==> src/rtl/pipe_pkg.sv <==
// Shared constants and sizing helpers for the pipe_buf slice.
package pipe_pkg;

  localparam int DEFAULT_XLEN  = 32;
  localparam int DEFAULT_DEPTH = 2;

  // Width needed to hold an occupancy value from 0 up to depth inclusive.
  function automatic int count_width(input int depth);
    return $clog2(depth + 1);
  endfunction

  // Pointer width; a single-entry buffer still needs a 1-bit pointer.
  function automatic int ptr_width(input int depth);
    return (depth > 1) ? $clog2(depth) : 1;
  endfunction

endpackage

==> src/rtl/pipe_buf_ram.sv <==
// Storage array for pipe_buf: one synchronous write port, one asynchronous read port.
// Contents are never cleared; the owner decides when a slot holds valid data.
module pipe_buf_ram #(
  parameter int XLEN  = 32,
  parameter int DEPTH = 2,
  parameter int AW    = 1
) (
  input  logic            clk_i,
  input  logic            we_i,
  input  logic [AW-1:0]   waddr_i,
  input  logic [XLEN-1:0] wdata_i,
  input  logic [AW-1:0]   raddr_i,
  output logic [XLEN-1:0] rdata_o
);

  logic [XLEN-1:0] mem [DEPTH];

  // Write the addressed slot on each enabled rising edge.
  always_ff @(posedge clk_i) begin
    if (we_i) begin
      mem[waddr_i] <= wdata_i;
    end
  end

  assign rdata_o = mem[raddr_i];

endmodule

==> src/rtl/pipe_buf.sv <==
// pipe_buf: valid/ready buffer between two pipeline stages with flush.
// Optional zero-latency pass-through when empty is enabled by defining PIPE_BUF_BYPASS_EN.
module pipe_buf
  import pipe_pkg::*;
#(
  parameter int XLEN  = DEFAULT_XLEN,
  parameter int DEPTH = DEFAULT_DEPTH
) (
  input  logic                          clk_i,
  input  logic                          rst_i,
  input  logic                          flush_i,
  input  logic                          in_valid_i,
  input  logic [XLEN-1:0]               in_data_i,
  output logic                          in_ready_o,
  output logic                          out_valid_o,
  output logic [XLEN-1:0]               out_data_o,
  input  logic                          out_ready_i,
  output logic [count_width(DEPTH)-1:0] count_o,
  output logic                          full_o,
  output logic                          empty_o
);

  localparam int CW = count_width(DEPTH);
  localparam int AW = ptr_width(DEPTH);
  localparam logic [AW-1:0] LAST_PTR   = AW'(DEPTH - 1);
  localparam logic [CW-1:0] FULL_COUNT = CW'(DEPTH);

  logic [AW-1:0]   wr_ptr;
  logic [AW-1:0]   rd_ptr;
  logic [CW-1:0]   count;
  logic            full;
  logic            empty;
  logic            bypass;
  logic            push;
  logic            pop;
  logic            ram_we;
  logic [XLEN-1:0] ram_rdata;

  // Pointers wrap explicitly so non power-of-two depths work.
  function automatic logic [AW-1:0] ptr_next(input logic [AW-1:0] p);
    return (p == LAST_PTR) ? '0 : p + AW'(1);
  endfunction

  assign full  = (count == FULL_COUNT);
  assign empty = (count == '0);

  // A flush empties the buffer anyway, so the producer is never held off by it.
  assign in_ready_o = !full || out_ready_i || flush_i;

`ifdef PIPE_BUF_BYPASS_EN
  assign bypass      = empty && out_ready_i;
  assign out_valid_o = empty ? (bypass && in_valid_i) : 1'b1;
  assign out_data_o  = (bypass && in_valid_i) ? in_data_i
                                              : (empty ? '0 : ram_rdata);
`else
  assign bypass      = 1'b0;
  assign out_valid_o = !empty;
  assign out_data_o  = empty ? '0 : ram_rdata;
`endif

  // A bypassed beat goes straight to the consumer and never touches storage.
  assign push   = in_valid_i && in_ready_o && !bypass;
  assign pop    = !empty && out_ready_i;
  assign ram_we = push && !flush_i && !rst_i;

  // Pointer and occupancy update; reset beats flush, flush beats push and pop.
  always_ff @(posedge clk_i) begin
    if (rst_i) begin
      wr_ptr <= '0;
      rd_ptr <= '0;
      count  <= '0;
    end else if (flush_i) begin
      wr_ptr <= '0;
      rd_ptr <= '0;
      count  <= '0;
    end else begin
      if (push) begin
        wr_ptr <= ptr_next(wr_ptr);
      end
      if (pop) begin
        rd_ptr <= ptr_next(rd_ptr);
      end
      case ({push, pop})
        2'b10:   count <= count + CW'(1);
        2'b01:   count <= count - CW'(1);
        default: count <= count;
      endcase
    end
  end

  pipe_buf_ram #(
    .XLEN  (XLEN),
    .DEPTH (DEPTH),
    .AW    (AW)
  ) u_ram (
    .clk_i   (clk_i),
    .we_i    (ram_we),
    .waddr_i (wr_ptr),
    .wdata_i (in_data_i),
    .raddr_i (rd_ptr),
    .rdata_o (ram_rdata)
  );

  assign count_o = count;
  assign full_o  = full;
  assign empty_o = empty;

endmodule

==> config.mk <==
export PLATFORM = sky130hd
export DESIGN_NAME = pipe_buf
export DESIGN_NICKNAME = d
export VERILOG_FILES = /design/src/rtl/pipe_pkg.sv /design/src/rtl/pipe_buf_ram.sv /design/src/rtl/pipe_buf.sv
export SDC_FILE = /design/constraint.sdc
export NUM_CORES = 1
export LEC_CHECK = 0
export CELL_PAD_IN_SITES_DETAIL_PLACEMENT = 0
export CELL_PAD_IN_SITES_GLOBAL_PLACEMENT = 1
export CORE_MARGIN = 3
export CORE_UTILIZATION = 34
export CTS_CLUSTER_DIAMETER = 40
export DETAILED_ROUTE_END_ITERATION = 16
export PLACE_DENSITY = 0.84
export RECOVER_POWER = 25
export SYNTH_ARGS = -nofsm -noshare
export SYNTH_HDL_FRONTEND = slang
export SYNTH_SLANG_ARGS = --single-unit
==> constraint.sdc <==
create_clock -name clk_i -period 2.65 [get_ports clk_i]
set_clock_uncertainty 0.15 [all_clocks]
set_input_delay 0.3975 -clock clk_i [delete_from_list [all_inputs] [get_ports clk_i]]
set_output_delay 0.3975 -clock clk_i [all_outputs]
set_load 0.05 [all_outputs]
==> out/qor.txt, run 1 <==
Area delta synth->final = 37.95%
Synthesized cell area = 2668 µm²
Slowest stage delay, CP = 0.81 ns
Initial antenna violation count = 0
CP max stage cell = clkdlybuf4s50_1
I/O Pins = 75
RR Startpoint = count_o[0]$_SDFFE_PP0P_
Maxcap violations = 0
Tot GR Track Use = 11.21%
Final WS setup = 0.3079 ns
Data required, critical path = 2.10 ns
Max Fclk = 427.0 MHz
Number of buffers created by CTS = 9
Tot Pwr = 0.002298 W
Register area share after synthesis = 75.80%
WL/cell = 13.69 µm
Outcome = completed
Pre-CTS setup slack = 0.1714 ns
Reg2Reg Setup Slack = 0.56 ns
Number of global-route vias before repair = 1588
Post-CTS Setup Repair Bufs = 0
Most frequent cells in the layout = edfxtp_1, buf_4, mux2i_1, nor2_1, dlygate4sd3_1
Yosys warning total = 0
Die area = 8944 µm²
Seq pwr share = 53.2%
Final setup fails = 0
Power Dens Cells = 624.5 nW/µm²
Rel. slew slack = 66.92%
Post-CTS Resized = 0
CP Cell Sequence = nor2b_2 -> clkdlybuf4s50_1
Worst slew pin tran = 0.4947 ns
Count of cell types in the netlist = 21
Part of the power in the clock network = 33.8%
Root buffer cell = clkbuf_8
TNS Setup = 0 ns
Critical path capture point type = primary output
WP data arrival = 1.79 ns
Cell Int Power = 0.001751 W
Tcrit/Tclk final = 88.38%
Grt total ovfl = 0
Count of input and output buffers = 74
Final GP Congestion = 0.7333
Syn avg cell area = 16.17 µm²
Reg2reg end = count_o[1]$_SDFFE_PP0P_
Die Ht = 94.58 µm
Dpl hpwl = 3.305 mm
Buf/Inv on CP = 1
Vias/cell = 4.418
Setup CP Type = flop to primary output
Commonest non-fill, non-tap cell in the layout = edfxtp_1
HP Start = wr_ptr$_SDFFE_PP0P_
TritonCTS clock tree = done
Hold_ws = 0.3287 ns
Depth of the worst hold-timing path = 2
Site Rows = 31
Sw Share = 23.82%
Worst hold endpoint = wr_ptr$_SDFFE_PP0P_
Initial core utilization = 35.82%
Width of the die = 94.58 µm
Layout cells sized above 1 = 24.90%
H-tree depth = 3
Core box area = 7447 µm²
Cells after Synth = 165
Layout net count = 287
Inserted Diodes = 0
CP Max Fanout = 7
RSZ-0062 raised after global routing = false
Final WL = 4.819 mm
Antenna-violating nets left = 0
CP startpoint kind = flop
Filler Cells Inserted = 683
Iter 0 DRT Violations = 42
Remaining DRCs = 0
Worst hold path type = flop to flop
CTS Hold Buffers Added = 0
Crit path time final = 2.342 ns
VDD IR max = 0.3168 mV
Max-slew violations = 0
CTS clk-pin slew, worst paths = 0.07 ns
Comb power frac = 13.0%
Global-route wire length before repair = 7.410 mm
Total iterations of the first detailed-routing run = 4
Worst-skew pair later-pin latency = 0.32 ns
Fin cells = 352
Via count = 1555
DP Cell Count = 337
TritonCTS Sinks = 69
Mapped Nets = 203
Worst path top cell family by delay = buffers and inverters
Leakage = 1.289 nW
Psw = 0.0005475 W
CTS Buffer Depth = 2
Worst Reg-to-Reg Cells = 5
Yosys reg bits = 69
Largest net degree at the start of global routing = 33
Final Hold Viols = 0
-- synthesized netlist by cell type (all sizes together) --
master / count / area [µm²]
nor2: 35 / 131.4
or4b: 1 / 13.76
inv: 2 / 7.510
dfxtp: 5 / 100.1
edfxtp: 64 / 1922
or3: 2 / 12.51
buf: 5 / 31.28
nand2b: 1 / 6.260
and4: 1 / 8.760
nor2b: 1 / 6.260
nand2: 2 / 15.01
nor3: 3 / 15.01
xnor2: 1 / 8.760
mux2i: 33 / 330.3
xor2: 2 / 17.52
a21boi: 1 / 7.510
clkbuf: 3 / 11.26
o21ai: 2 / 10.01
ha: 1 / 12.51
-- per-stage QoR --
step           util, %  area (µm²)
2_1_floorplan        -        2673
3_3_place_gp     46.99        3500
3_5_place_dp     46.99        3500
4_1_cts          49.41        3680
5_1_grt          49.41        3680
6_report         49.41        3680
-- worst reg2reg max path, stage by stage, from the launching register on --
cell and delay [ns]:
dfxtp_1 0.41, or4b_4 0.60, nand2_4 0.11, ha_1 0.26, or3_1 0.34, a21boi_0 0.15
-- state kept, by name, indices dropped and copies added, names as in the netlist, named ones only --
| register | count |
|---|---|
| rd_ptr | 1 |
| u_ram.mem | 64 |
| wr_ptr | 1 |
| count_o | 2 |
-- power groups by stage --
stage	combinational (W)	sequential [W]	clock [W]
finish	0.000299	0.00122	0.000777
global route	0.000317	0.00122	0.000857
CTS	0.000310	0.00122	0.000806
detailed placement	0.000309	0.00125	0
global placement	0.000306	0.00124	0
floorplan	0.000171	0.00125	0
-- kinds of logic after synthesis --
| logic type | share of synthesized area, % |
|---|---|
| AO/OA/AOI/OAI | 0.6568 |
| AND/OR/NAND/NOR | 7.833 |
| XOR/XNOR | 0.9852 |
| flip-flops | 75.80 |
| adder cells (fa/ha/maj) | 0.4690 |
| multiplexers | 12.38 |
| buffers and inverters | 1.876 |
-- final cells by class --
cell class	instances	area (µm²)	area share, %
flip-flops and latches	69	2023	54.98
inverters	2	7.507	0.2040
well taps	99	123.9	3.366
repair buffers	81	730.7	19.86
multi-input cells	86	614.3	16.69
clock buffers	10	127.6	3.468
clock inverters	5	52.55	1.428
-- per-layer routing --
| layer | vias to the layer above | routed length, µm | global-route usage [%] |
|---|---|---|---|
| li1 | 772 | - | - |
| met1 | 733 | 1953 | 12.15 |
| met2 | 44 | 2500 | 19.39 |
| met3 | 6 | 307 | 3.586 |
| met4 | 0 | 57 | 6.130 |
| met5 | - | 0 | 0 |
-- how the worst max path moves through the flow --
stage,start,endpoint,slack (ns),cells after the start
after detailed placement,out_ready_i,count_o[1]$_SDFFE_PP0P_,0.17,6
after floorplan,count_o[0]$_SDFFE_PP0P_,u_ram.mem[0][0]$_DFFE_PP_,0.10,4
after CTS,count_o[1]$_SDFFE_PP0P_,full_o,0.28,2
after global routing,count_o[1]$_SDFFE_PP0P_,full_o,0.23,2
final,count_o[1]$_SDFFE_PP0P_,full_o,0.31,2
after global placement,out_ready_i,count_o[1]$_SDFFE_PP0P_,0.19,6
Power figures use the tool's default switching activity.
==> run 2: changes to the inputs <==
CTS_BUF_LIST = sky130_fd_sc_hd__clkbuf_4 sky130_fd_sc_hd__clkbuf_8   (was not set)
PLACE_DENSITY = 0.81   (was 0.84)
SYNTH_HIERARCHICAL = 1   (was not set)
==> run 2 against run 1 <==
Effect of this change: final area is 6.4% higher; core utilization decreased by 2.3 points; synthesized area up 9.8%; die area grew 9.1%; critical path depth up 2; non-clock buffer count up 1; register-to-register slack worse by 0.25 ns; combinational power grew 6%; sequential power is essentially flat; critical path type unchanged; largest cell class unchanged; largest power group unchanged.
==> out/qor.txt, run 2 <==
TritonCTS clock tree = done
Synthesized cell area = 2928 µm²
Worst Reg-to-Reg Cells = 4
Antenna-violating nets left = 0
CTS Buffer Depth = 2
Synth Area in Adders = 0.4274%
Asr flop ratio synth = 0%
Synth top area cells = edfxtp_1, mux2_4, nor2b_1
Largest net degree at the start of global routing = 33
RSZ-0062 raised after global routing = false
Die area = 9760 µm²
Power Dens Cells = 593.5 nW/µm²
Max reg flops = 64
H-tree depth = 3
Filler Cells Inserted = 734
Critical path capture point type = primary output
Reg2Reg Setup Slack = 0.31 ns
Tot Pwr = 0.002323 W
Iter 0 DRT Violations = 46
Worst-skew pair later-pin latency = 0.33 ns
Max-slew violations = 0
Vias/cell = 4.357
Cell Area, Placed = 3729 µm²
TritonCTS Sinks = 68
Most frequent cells in the layout = edfxtp_1, buf_4, mux2_4
Slowest stage delay, CP = 0.60 ns
CTS clk-pin slew, worst paths = 0.06 ns
Most common cell in the netlist = edfxtp_1
Via count = 1564
Global-route wire length before repair = 7.672 mm
Area delta synth->final = 33.68%
Commonest cells in the synthesized netlist = edfxtp_1, mux2_4, nor2b_1
CP max stage cell = dfxtp_2
Total iterations of the first detailed-routing run = 4
Maxcap violations = 0
Depth of the worst hold-timing path = 2
Post-route cell area = 3914 µm²
Xor/xnor cell area share of the yosys netlist = 0.8974%
Count of input and output buffers = 74
Initial antenna violation count = 1
Cells after Synth = 162
Tcrit/Tclk final = 92.25%
Biggest register = u_ram/mem
Number of global-route vias before repair = 1587
Remaining DRCs = 0
Width of the die = 98.80 µm
CP dominant cell by count = buf_4
Count of cell types in the netlist = 25
Mapped Nets = 200
Synth Flop Type = edfxtp_1
Worst slew pin tran = 0.9800 ns
Yosys top cell area share = 65.64%
Initial core utilization = 35.28%
Layout net count = 286
Layout cells sized above 1 = 35.57%
Rel. slew slack = 34.53%
Final GP Congestion = 0.6407
Leading area contributor after synthesis = edfxtp_1
Synth Area in Simple Gates = 10.09%
Commonest non-fill, non-tap cell in the layout = edfxtp_1
Max Fclk = 409.0 MHz
WL/cell = 13.96 µm
Site Rows = 33
Multiplexer share of the synthesized area = 16.50%
Main combinational cell family by area after synthesis = multiplexers
Compound-Gate Fraction of Synth Area = 0.5983%
Dpl hpwl = 3.343 mm
CP startpoint kind = flop
Root buffer cell = clkbuf_8
Final setup fails = 0
Die Ht = 98.80 µm
Data required, critical path = 2.10 ns
Yosys warning total = 6
I/O Pins = 75
Leakage = 1.491 nW
Syn avg cell area = 18.07 µm²
EDFF count, synth = 64
Number of buffers created by CTS = 9
Outcome = completed
Grt total ovfl = 0
Yosys reg bits = 68
Core box area = 8299 µm²
Worst hold path type = flop to flop
Tot GR Track Use = 10.48%
Final Hold Viols = 0
WP data arrival = 1.90 ns
Final WL = 5.011 mm
CP Cell Sequence = buf_4 -> mux2_4 -> nor2b_1 -> buf_4
VDD IR max = 0.3055 mV
Crit path time final = 2.445 ns
Post-CTS Setup Repair Bufs = 0
Final Util = 47.16%
Register area share after synthesis = 68.38%
CP Max Fanout = 14
Setup CP Type = flop to primary output
## run 2: cell types whose count changed in the layout (fill, tap and decap cells not counted), moves of 4 or more
cell | previous run | this run
mux2_4 | 0 | 30
mux2i_1 | 33 | 1
nor2b_1 | 0 | 24
and2b_1 | 0 | 8
dlygate4sd2_1 | 0 | 6
nor2_1 | 33 | 1
buf_4 | 40 | 36
## run 2: layout make-up
type,count,area (µm²),area share [%]
Antenna cell,1,2.502,0.06394
Multi-Input combinational cell,85,845.8,21.61
Clock buffer,9,123.9,3.165
Sequential cell,68,2003,51.18
Inverter,2,7.507,0.1918
Tap cell,105,131.4,3.357
Clock inverter,7,66.31,1.694
Timing Repair Buffer,82,733.2,18.73
## run 2: logic make-up (layout without fill, tap and decap cells)
logic type | Yosys count | count (layout)
AND/OR/NAND/NOR | 45 | 45
flip-flops | 68 | 68
XOR/XNOR | 3 | 3
AO/OA/AOI/OAI | 3 | 3
other | 0 | 1
multiplexers | 33 | 33
adder cells (fa/ha/maj) | 1 | 1
buffers and inverters | 9 | 100
## run 2: worst paths after layout
kind                                start                          to
setup / recovery      rd_ptr$_SDFFE_PP0P_               out_data_o[3]
hold / removal        wr_ptr$_SDFFE_PP0P_         wr_ptr$_SDFFE_PP0P_
setup reg to reg  count_o[0]$_SDFFE_PP0P_  u_ram/mem[0][20]$_DFFE_PP_
hold reg to reg       wr_ptr$_SDFFE_PP0P_         wr_ptr$_SDFFE_PP0P_
## run 2: metrics by stage
step | instances | TNS [ns] | setup slack, ns | hold slack [ns]
after detailed placement | 342 | -1.426 | -0.04671 | 0.3777
after global placement | 342 | -0.003241 | -0.0005527 | 0.3612
after CTS | 358 | 0 | 0.1358 | 0.3870
after global routing | 359 | 0 | 0.08612 | 0.4366
after floorplan | 162 | 0 | 0.1283 | 0.3243
final | 359 | 0 | 0.2053 | 0.3796
## run 2: power breakdown
group | internal [W] | total, W | switching, W
Sequential | 0.00120 | 0.00121 | 0.0000107
Clock | 0.000429 | 0.000798 | 0.000369
Combinational | 0.000136 | 0.000316 | 0.000181
Total | 0.00176 | 0.00232 | 0.000561
## run 2: layer usage
metal  routed length (µm)  track usage, %  share of wire, %  up-vias
li1                     -               -                 -      770
met5                    0               0                 0        -
met2                 2477           16.84                49       52
met3                  323           3.114               6.4        9
met4                   88           5.672               1.8        0
met1                 2121           12.63                42      733
## run 2: critical path, delay by kind of cell (launching register included)
| family | cells | cell delay [ns] |
|---|---|---|
| DFF | 1 | 0.60 |
| muxes | 1 | 0.31 |
| and+or+nand+nor | 1 | 0.13 |
| buffers and inverters | 2 | 0.52 |
## run 2: timing repair
item,CTS,global route
gates resized for setup,6,0
endpoints found under the setup margin,6,0
hold buffers,0,0
==> run 3: changes to the inputs <==
CORE_UTILIZATION = 38   (was 34)
PLACE_DENSITY = 0.88   (was 0.81)
==> run 3 against run 2 <==
Effect of this change: fmax rose by 5.3%; routed wire length fell by 2.8%; sequential power barely moved; sequential cell count did not move; critical path depth rose by 1; register-to-register slack improved by 0.05 ns; critical path type is now input port to flop; largest cell class unchanged; largest power group unchanged.
==> out/qor.txt, run 3 (synthesis results as in run 2) <==
Largest net degree at the start of global routing = 35
Tcrit/Tclk final = 87.64%
TritonCTS Sinks = 68
Final Util = 52.04%
Root buffer cell = clkbuf_8
CTS Hold Buffers Added = 0
H-tree depth = 3
Final Hold Viols = 0
Cell Area, Placed = 3681 µm²
Remaining DRCs = 0
Filler Cells Inserted = 625
Multi-input logic area = 845.8 µm²
CTS Buffer Depth = 2
Power Dens Cells = 571.6 nW/µm²
Sequential Area = 2003 µm²
Site Rows = 31
Worst slew pin tran = 0.9187 ns
Dpl hpwl = 3.233 mm
Core box area = 7370 µm²
Number of global-route vias before repair = 1554
CP startpoint kind = input port
Max-slew violations = 0
Pre-CTS setup slack = -0.07609 ns
Outcome = completed
Depth of the worst hold-timing path = 2
Worst Reg-to-Reg Cells = 4
Layout cells sized above 1 = 35.63%
Final GP Congestion = 0.5941
Max reg flops = 64
Vias/cell = 4.375
CTS clk-pin slew, worst paths = 0.07 ns
DP Cell Count = 331
CP Max Fanout = 32
Final setup fails = 0
CP max stage cell = nor2b_4
Post-CTS Resized = 0
Crit path time final = 2.323 ns
I/O Pins = 75
Grt total ovfl = 0
Initial antenna violation count = 2
Initial core utilization = 39.73%
RSZ-0062 raised after global routing = false
Total iterations of the first detailed-routing run = 4
Biggest register = u_ram/mem
Max Fclk = 430.6 MHz
Global-route wire length before repair = 7.376 mm
Number of buffers created by CTS = 9
Critical path capture point type = flop
Via count = 1518
VDD IR max = 0.3430 mV
Leakage = 1.443 nW
Die area = 8794 µm²
Final WL = 4.870 mm
Die Ht = 93.78 µm
Commonest non-fill, non-tap cell in the layout = edfxtp_1
Most frequent cells in the layout = edfxtp_1, buf_4, mux2_4
Width of the die = 93.78 µm
CP Cell Sequence = clkdlybuf4s50_1 -> or4b_4 -> nand2_4 -> nor3_1 -> nor2b_4
Worst-skew pair later-pin latency = 0.33 ns
Antenna-violating nets left = 0
WP data arrival = 2.13 ns
Tot GR Track Use = 11.53%
Data required, critical path = 2.46 ns
Final WS setup = 0.3274 ns
Reg2Reg Setup Slack = 0.36 ns
Slowest stage delay, CP = 0.81 ns
WL/cell = 14.03 µm
Area delta synth->final = 30.98%
Maxcap violations = 0
Count of input and output buffers = 74
Rel. slew slack = 38.62%
Worst hold path type = flop to flop
Post-route cell area = 3835 µm²
Post-CTS Setup Repair Bufs = 0
Fin cells = 347
Layout net count = 281
TritonCTS clock tree = done
Setup CP Type = input port to flop
TNS Setup = 0 ns
Iter 0 DRT Violations = 49
run 3: power breakdown:
group	total [W]	switching, W	internal, W
Combinational	0.000316	0.000183	0.000134
Clock	0.000669	0.000340	0.000330
Sequential	0.00121	0.00000822	0.00120
Total	0.00219	0.000530	0.00166
run 3: final cells by class:
cell class / instances / share of cell area (%)
antenna: 1 / 0.06525
clock buffer: 10 / 3.426
clock inverter: 5 / 0.5220
inverter: 2 / 0.1958
multi-input combinational: 85 / 22.06
sequential: 68 / 52.23
tap: 99 / 3.230
timing repair buffer: 77 / 18.27
run 3: critical path, delay by kind of cell:
family,cells,cell delay [ns]
AND/OR/NAND/NOR,4,1.23
buffers and inverters,1,0.49
run 3: final timing paths:
| path | start | to |
|---|---|---|
| worst max-delay path | flush_i | u_ram/mem[0][9]$_DFFE_PP_ |
| worst min-delay path | wr_ptr$_SDFFE_PP0P_ | wr_ptr$_SDFFE_PP0P_ |
| worst max register to register | count_o[0]$_SDFFE_PP0P_ | u_ram/mem[0][9]$_DFFE_PP_ |
| worst min register to register | wr_ptr$_SDFFE_PP0P_ | wr_ptr$_SDFFE_PP0P_ |
run 3: per-stage QoR:
step	hold slack, ns	power (W)
floorplan	0.3243	0.001426
global placement	0.3558	0.001550
global route	0.3967	0.002293
detailed placement	0.3673	0.001557
finish	0.3813	0.002192
CTS	0.3801	0.002236
run 3: per-layer routing:
layer,track usage (%),part of all wire (%),vias up
li1,-,-,757
met1,12.57,40,695
met2,19.28,51,54
met3,4.247,6.4,10
met4,6.498,1.9,2
met5,0,0.27,-
